[src/rtl/signed_add_arbiter.sv]
// Two-requester round-robin arbiter feeding a registered 4-bit signed adder with an overflow counter.
// Latency 1 from accept to res_valid; a stalled result (res_ready=0) holds the register and blocks both requesters.
module signed_add_arbiter #(
  parameter bit PRIO_RESET = 1'b0
) (
  input  logic       clk,
  input  logic       rst_n,
  input  logic       req0_valid,
  input  logic [3:0] req0_a,
  input  logic [3:0] req0_b,
  output logic       req0_ready,
  input  logic       req1_valid,
  input  logic [3:0] req1_a,
  input  logic [3:0] req1_b,
  output logic       req1_ready,
  output logic       res_valid,
  input  logic       res_ready,
  output logic [4:0] res_sum,
  output logic       res_ovf,
  output logic       res_id,
  output logic [7:0] ovf_cnt,
  input  logic       ovf_clr
);

  typedef enum logic {IDLE, FULL} state_e;

  state_e     state_q, state_d;
  logic       last_q, last_d;
  logic [4:0] sum_q, sum_d;
  logic       ovf_q, ovf_d;
  logic       id_q, id_d;
  logic [7:0] cnt_q, cnt_d;

  logic       grant;
  logic       can_accept;
  logic       accept;
  logic       deliver;
  logic [3:0] sel_a;
  logic [3:0] sel_b;
  logic [4:0] new_sum;

  // Under contention the requester not served last wins; otherwise the lone valid one.
  always_comb begin
    grant = 1'b0;
    if (req0_valid && req1_valid) begin
      grant = ~last_q;
    end else if (req1_valid) begin
      grant = 1'b1;
    end
  end

  assign can_accept = (state_q == IDLE) || res_ready;
  assign req0_ready = can_accept && req0_valid && !grant;
  assign req1_ready = can_accept && req1_valid && grant;
  assign accept     = req0_ready || req1_ready;
  assign deliver    = (state_q == FULL) && res_ready;

  assign sel_a   = grant ? req1_a : req0_a;
  assign sel_b   = grant ? req1_b : req0_b;
  assign new_sum = {sel_a[3], sel_a} + {sel_b[3], sel_b};

  always_comb begin
    state_d = state_q;
    last_d  = last_q;
    sum_d   = sum_q;
    ovf_d   = ovf_q;
    id_d    = id_q;
    cnt_d   = cnt_q;

    if (accept) begin
      state_d = FULL;
      last_d  = grant;
      sum_d   = new_sum;
      ovf_d   = new_sum[4] ^ new_sum[3];
      id_d    = grant;
    end else if (deliver) begin
      state_d = IDLE;
    end

    // Clear takes priority over a coincident counted delivery.
    if (ovf_clr) begin
      cnt_d = 8'd0;
    end else if (deliver && ovf_q && (cnt_q != 8'hFF)) begin
      cnt_d = cnt_q + 8'd1;
    end
  end

  always_ff @(posedge clk or negedge rst_n) begin
    if (!rst_n) begin
      state_q <= IDLE;
      last_q  <= !PRIO_RESET;
      sum_q   <= 5'd0;
      ovf_q   <= 1'b0;
      id_q    <= 1'b0;
      cnt_q   <= 8'd0;
    end else begin
      state_q <= state_d;
      last_q  <= last_d;
      sum_q   <= sum_d;
      ovf_q   <= ovf_d;
      id_q    <= id_d;
      cnt_q   <= cnt_d;
    end
  end

  assign res_valid = (state_q == FULL);
  assign res_sum   = sum_q;
  assign res_ovf   = ovf_q;
  assign res_id    = id_q;
  assign ovf_cnt   = cnt_q;

endmodule

[config.mk]
export PLATFORM = sky130hd
export DESIGN_NAME = signed_add_arbiter
export DESIGN_NICKNAME = d
export VERILOG_FILES = /design/src/rtl/signed_add_arbiter.sv
export SDC_FILE = /design/constraint.sdc
export NUM_CORES = 1
export LEC_CHECK = 0
export ABC_AREA = 1
export CAP_MARGIN = 10
export CORE_AREA = 2 2 65 67
export CTS_CLUSTER_SIZE = 25
export DETAILED_ROUTE_END_ITERATION = 8
export DIE_AREA = 0 0 67 69
export SYNTH_ARGS = -nofsm -noshare
export SYNTH_HDL_FRONTEND = slang
export SYNTH_SLANG_ARGS = --single-unit
[constraint.sdc]
create_clock -name clk -period 5.6 [get_ports clk]
set_clock_uncertainty 0.1 [all_clocks]
set_input_delay 0.84 -clock clk [delete_from_list [all_inputs] [get_ports clk]]
set_output_delay 0.84 -clock clk [all_outputs]
set_load 0.005 [all_outputs]
* Word-level counts from Yosys, hierarchy flattened
Cells that the tools add are included.
** Operators by class
- $add $sub $neg :: 2
- Equality and inequality tests :: 1
- Muxes and demuxes :: 8
- Bitwise gates (word level) :: 3
- Reductions and logical operators :: 13
** Operators by type and width (count)
- $mux W8 :: 2
- $add A8 B1 Y8 const B :: 1
- $logic_and A1 B1 Y1 :: 8
- $mux W4 :: 2
- $ne A8 B8 Y1 const B :: 1
- $add A4 B4 Y5 :: 1
- $mux W1 :: 4
- $reduce_bool A2 Y1 :: 2
- $logic_or A1 B1 Y1 :: 2
- $not A1 Y1 :: 2
- $logic_not A1 Y1 :: 1
- $xor A1 B1 Y1 :: 1
** Word-level totals
- Register bits after elaboration :: 17
- Word-level logic and storage cells :: 33

* Depth between registers and ports, before layout
- Word-level depth :: 6
- Depth in mapped cells :: 16
- Gate-level depth less buffers :: 15

* Least setup slack after synthesis
Ideal clock, no wire load.
- Path kind :: input port to flip-flop
- From :: input port req0_valid
- To :: register sum_q[4], in the netlist res_sum[4]
- Arrival :: 2.350 ns
- Setup slack :: 3.031 ns
- Stages :: 14
- Buffers on the path :: 1
- Path through :: nand2_1 > nand2_1 > buf_4 > inv_1 > nand2_1 > nand2_1 > ha_1 > inv_1 > fa_1 > inv_1 > nand2_1 > nand3_1 > nand3_1 > o21a_1
** On the way
- Longest elaborated chain between the ends :: 5
- Elaborated cells between the ends (all ways) :: 10
- Those cells by class :: add/sub: 1; mux: 3; reduce/logical: 6
** Ends and longest elaborated chain
- start, declared :: line 8 : input logic req0_valid,
- branches (longest 5 deep; another with $add A4 B4 Y5)
- end signal, assigned :: line 99 : sum_q <= sum_d;
- end, declared :: line 29 : logic [4:0] sum_q, sum_d;
Several ways; the timed one is not identified.
A chain may end at the register's enable or synchronous reset.

* Worst setup path in the final report
- From :: input port req0_valid
- To :: output port req0_ready
** On the way
- Longest elaborated chain between the ends :: 4
- Elaborated cells between the ends (all ways) :: 5
- Those cells by class :: mux: 1; reduce/logical: 4
** Ends and longest elaborated chain
- $logic_and A1 B1 Y1 :: line 45 : if (req0_valid && req1_valid) begin
- $mux W1 :: line 45
- $logic_not A1 Y1 :: line 53 : assign req0_ready = can_accept && req0_valid && !grant;
- $logic_and A1 B1 Y1 * :: line 53
- end, declared :: line 11 : output logic req0_ready,
Every way passes the cells marked *; elsewhere a longest branch is shown, timed or not.

==> results by group <==
Detailed routing
  – Antenna-violating nets left: 0
  – Via count: 1097
  – Violation count after the first detailed-route iteration: 53
  – Wire per inst: 9.571 um
  – Vias per cell: 4.353
  – Drt drc: 0
  – DRT Pass-1 Iters: 4
  – Drt total wl: 2412 um

Timing
  – Max-slew headroom: 48.69%
  – Setup TNS: 0 ns
  – Worst slew pin tran: 0.7672 ns
  – Fmax: 288.3 MHz
  – RSZ-0062 raised after global routing: false
  – Hold_ws: 0.3661 ns
  – Hold Fails Final Rpt: 0
  – Final Cycle Share: 61.94%
  – Fin crit period: 3.469 ns
  – Final Max Slew Viols: 0
  – Final setup viols: 0

Place
  – Placer Congestion: 0.7244
  – Port Buffer Count: 39
  – DP HPWL: 2023 um

Global routing
  – Number of global-route vias before repair: 1069
  – First-pass GRT wire length: 4436 um
  – Initial antenna violation count: 0
  – Congestion Overflow GR: 0
  – Largest net degree at the start of global routing: 18
  – Gr usage total: 12.06%

CTS
  – CTS Buf Count: 3
  – CTS tree: built
  – Worst skew pair latency: 0.25 ns
  – Hold-fix buffers, CTS: 0
  – Clock-pin slew on the worst setup and hold paths: 0.07 ns
  – Sink Count: 17
  – H-tree depth: 1
  – Root buf cell: clkbuf_8
  – Setup bufs post-CTS: 0
  – CTS resizes: 0
  – Longest Clk Path Bufs: 2

Power
  – Leakage: 0.8075 nW
  – Sequential share of power: 40.8%
  – Switching part of the total: 31.02%
  – VDD IR-drop max: 0.07199 mV
  – Net Switching: 0.0001230 W
  – Clock share of power: 22.6%
  – PwrDens: 244.3 nW/um^2
  – Total power: 0.0003965 W
  – Cell internal pwr: 0.0002735 W
  – Comb power frac: 36.6%

Final layout
  – Layout cell share with drive strength beyond 1: 8.911%
  – Antenna diode count: 0
  – Layout area overhead: 43.47%
  – Final Util: 41.46%
  – Fin nets: 231
  – Filler cells: 429

Synthesis
  – Mapped Area: 1131 sq um
  – Biggest area consumer among synthesized cells: dfrtp_1
  – Post-synthesis sequential area ratio: 37.72%
  – Synthesized Nets: 188
  – Share of the synthesized area in the top cell type: 35.40%
  – Flops & latches, synth: 17
  – Syn Inst Count: 160
  – Top cells by area, synth: dfrtp_1 (35%), nand2_1 (23%), ha_1 (5.5%)
  – Synth warnings: 0
  – Unique masters post-synth: 23
  – Mean cell area of the mapped netlist: 7.069 sq um

Die
  – Cell Rows: 23
  – Die W: 67 um
  – Die area: 4623 sq um
  – Initial Utilization: 28.90%
  – CORE AREA: 3914 sq um
  – I/O pin count: 40
  – Die height: 69 um

Critical path
  – WP data arrival: 2.53 ns
  – Crit-path slowest cell: clkdlybuf4s50_1
  – CP max stage delay: 0.51 ns
  – Reg2Reg Setup Slack: 3.23 ns
  – Max FO, Critical Path: 12
  – Crit path max-delay family: buffers and inverters
  – CP Capture Type: output pin
  – Worst setup SP type: primary input
  – Buf+Inv Stages, Crit Path: 3
  – Kind of critical path: in2out
  – Critical Path RT: 4.66 ns
  – Worst path cell trace: clkdlybuf4s50_1 > nand2_1 > nand2_1 > inv_1 > nor2_1 > clkdlybuf4s50_1

Run status
  – Status: finished, final reports clean

Min path
  – Worst min path class: reg2reg

Flow run
  – Max-Cap Viols: 0
[per-stage QoR]
stage / setup WS (ns) / std cells / cell area (sq um)
floorplan: 3.031 / 160 / 1131
global placement: 2.134 / 248 / 1577
detailed placement: 2.119 / 248 / 1577
CTS: 2.106 / 252 / 1623
global route: 1.989 / 252 / 1623
finish: 2.131 / 252 / 1623
[area by class of cell]
cell class / count / area (sq um) / share of cell area [%]
Clock buffer: 3 / 41.29 / 2.544
Multi-Input combinational cell: 123 / 620.6 / 38.24
Inverter: 19 / 76.32 / 4.703
Tap cell: 50 / 62.56 / 3.855
Timing Repair Buffer: 39 / 390.4 / 24.06
Sequential cell: 17 / 426.7 / 26.29
Clock inverter: 1 / 5.005 / 0.3084
[flip-flops by register name, indices dropped and copies added (netlist names)]
| register | count |
|---|---|
| ovf_cnt | 8 |
| res_ovf | 1 |
| res_sum | 5 |
| res_valid | 1 |
| last_q | 1 |
| res_id | 1 |
[synthesized netlist by cell type (all sizes together)]
cell type and n:
nand2 73, inv 18, dfrtp 16, nor2 14
nand3 13, o21ai 8, ha 5, xor2 4
a21oi 3, buf 1, clkinv 1, dfstp 1
fa 1, nor3 1, o21a 1
[kinds of logic (layout without fill, tap and decap cells)]
logic type               after synthesis  in the layout  share of synthesized area, %
flip-flops                            17             17                         37.72
AO/OA/AOI/OAI                         12             12                         5.863
buffers and inverters                 20             62                         7.412
adder cells (fa/ha/maj)                6              6                         7.301
AND/OR/NAND/NOR                      101            101                         38.61
XOR/XNOR                               4              4                         3.097
[worst reg2reg max path, stage by stage (launching register included)]
cell and delay (ns):
dfstp_2 0.53, nand2_1 0.07, nand2_1 0.30, inv_1 0.19, nand2_1 0.09, nand2_1 0.05, ha_1 0.21, inv_1 0.08
fa_1 0.19, inv_1 0.04, nand2_1 0.05, nand3_1 0.08, nand3_1 0.12, nand2_1 0.06, nand2_1 0.05, nand2_1 0.04
[final timing paths]
| kind | from | to | depth (start not counted) |
|---|---|---|---|
| worst max-delay path | req0_valid | req0_ready | 6 |
| max in group asynchronous | rst_n | ovf_cnt[5] | 1 |
| min in group asynchronous | rst_n | ovf_cnt[3] | 1 |
| worst min-delay path | last_q | last_q | 2 |
| worst max register to register | last_q | res_ovf | 15 |
| worst min register to register | last_q | last_q | 2 |
[power by group through the flow]
stage / Combinational (W) / Clock, W / Sequential [W]
5_1_grt: 0.000166 / 0.0000995 / 0.000165
2_1_floorplan: 0.0000723 / 0 / 0.000162
6_report: 0.000145 / 0.0000896 / 0.000162
3_3_place_gp: 0.000147 / 0 / 0.000164
3_5_place_dp: 0.000148 / 0 / 0.000164
4_1_cts: 0.000149 / 0.0000938 / 0.000162
[layer usage]
metal / track usage [%] / share of wire, %
met1: 14.75 / 44
met2: 20.46 / 48
met3: 2.610 / 6.6
met4: 4.082 / 0.79
met5: 0 / 0
[layout by cell type (no fill, tap or decap), drive strengths merged]
cell and instances:
ha 5, nand3 13, nor3 1, xor2 4
nor2 14, fa 1, dfrtp 16, clkbuf 3
inv 18, o21ai 8, dfstp 1, a21oi 3
o21a 1, nand2 73, clkdlybuf4s50 39, clkinv 2
No activity file was read; power rests on OpenSTA's default activity.
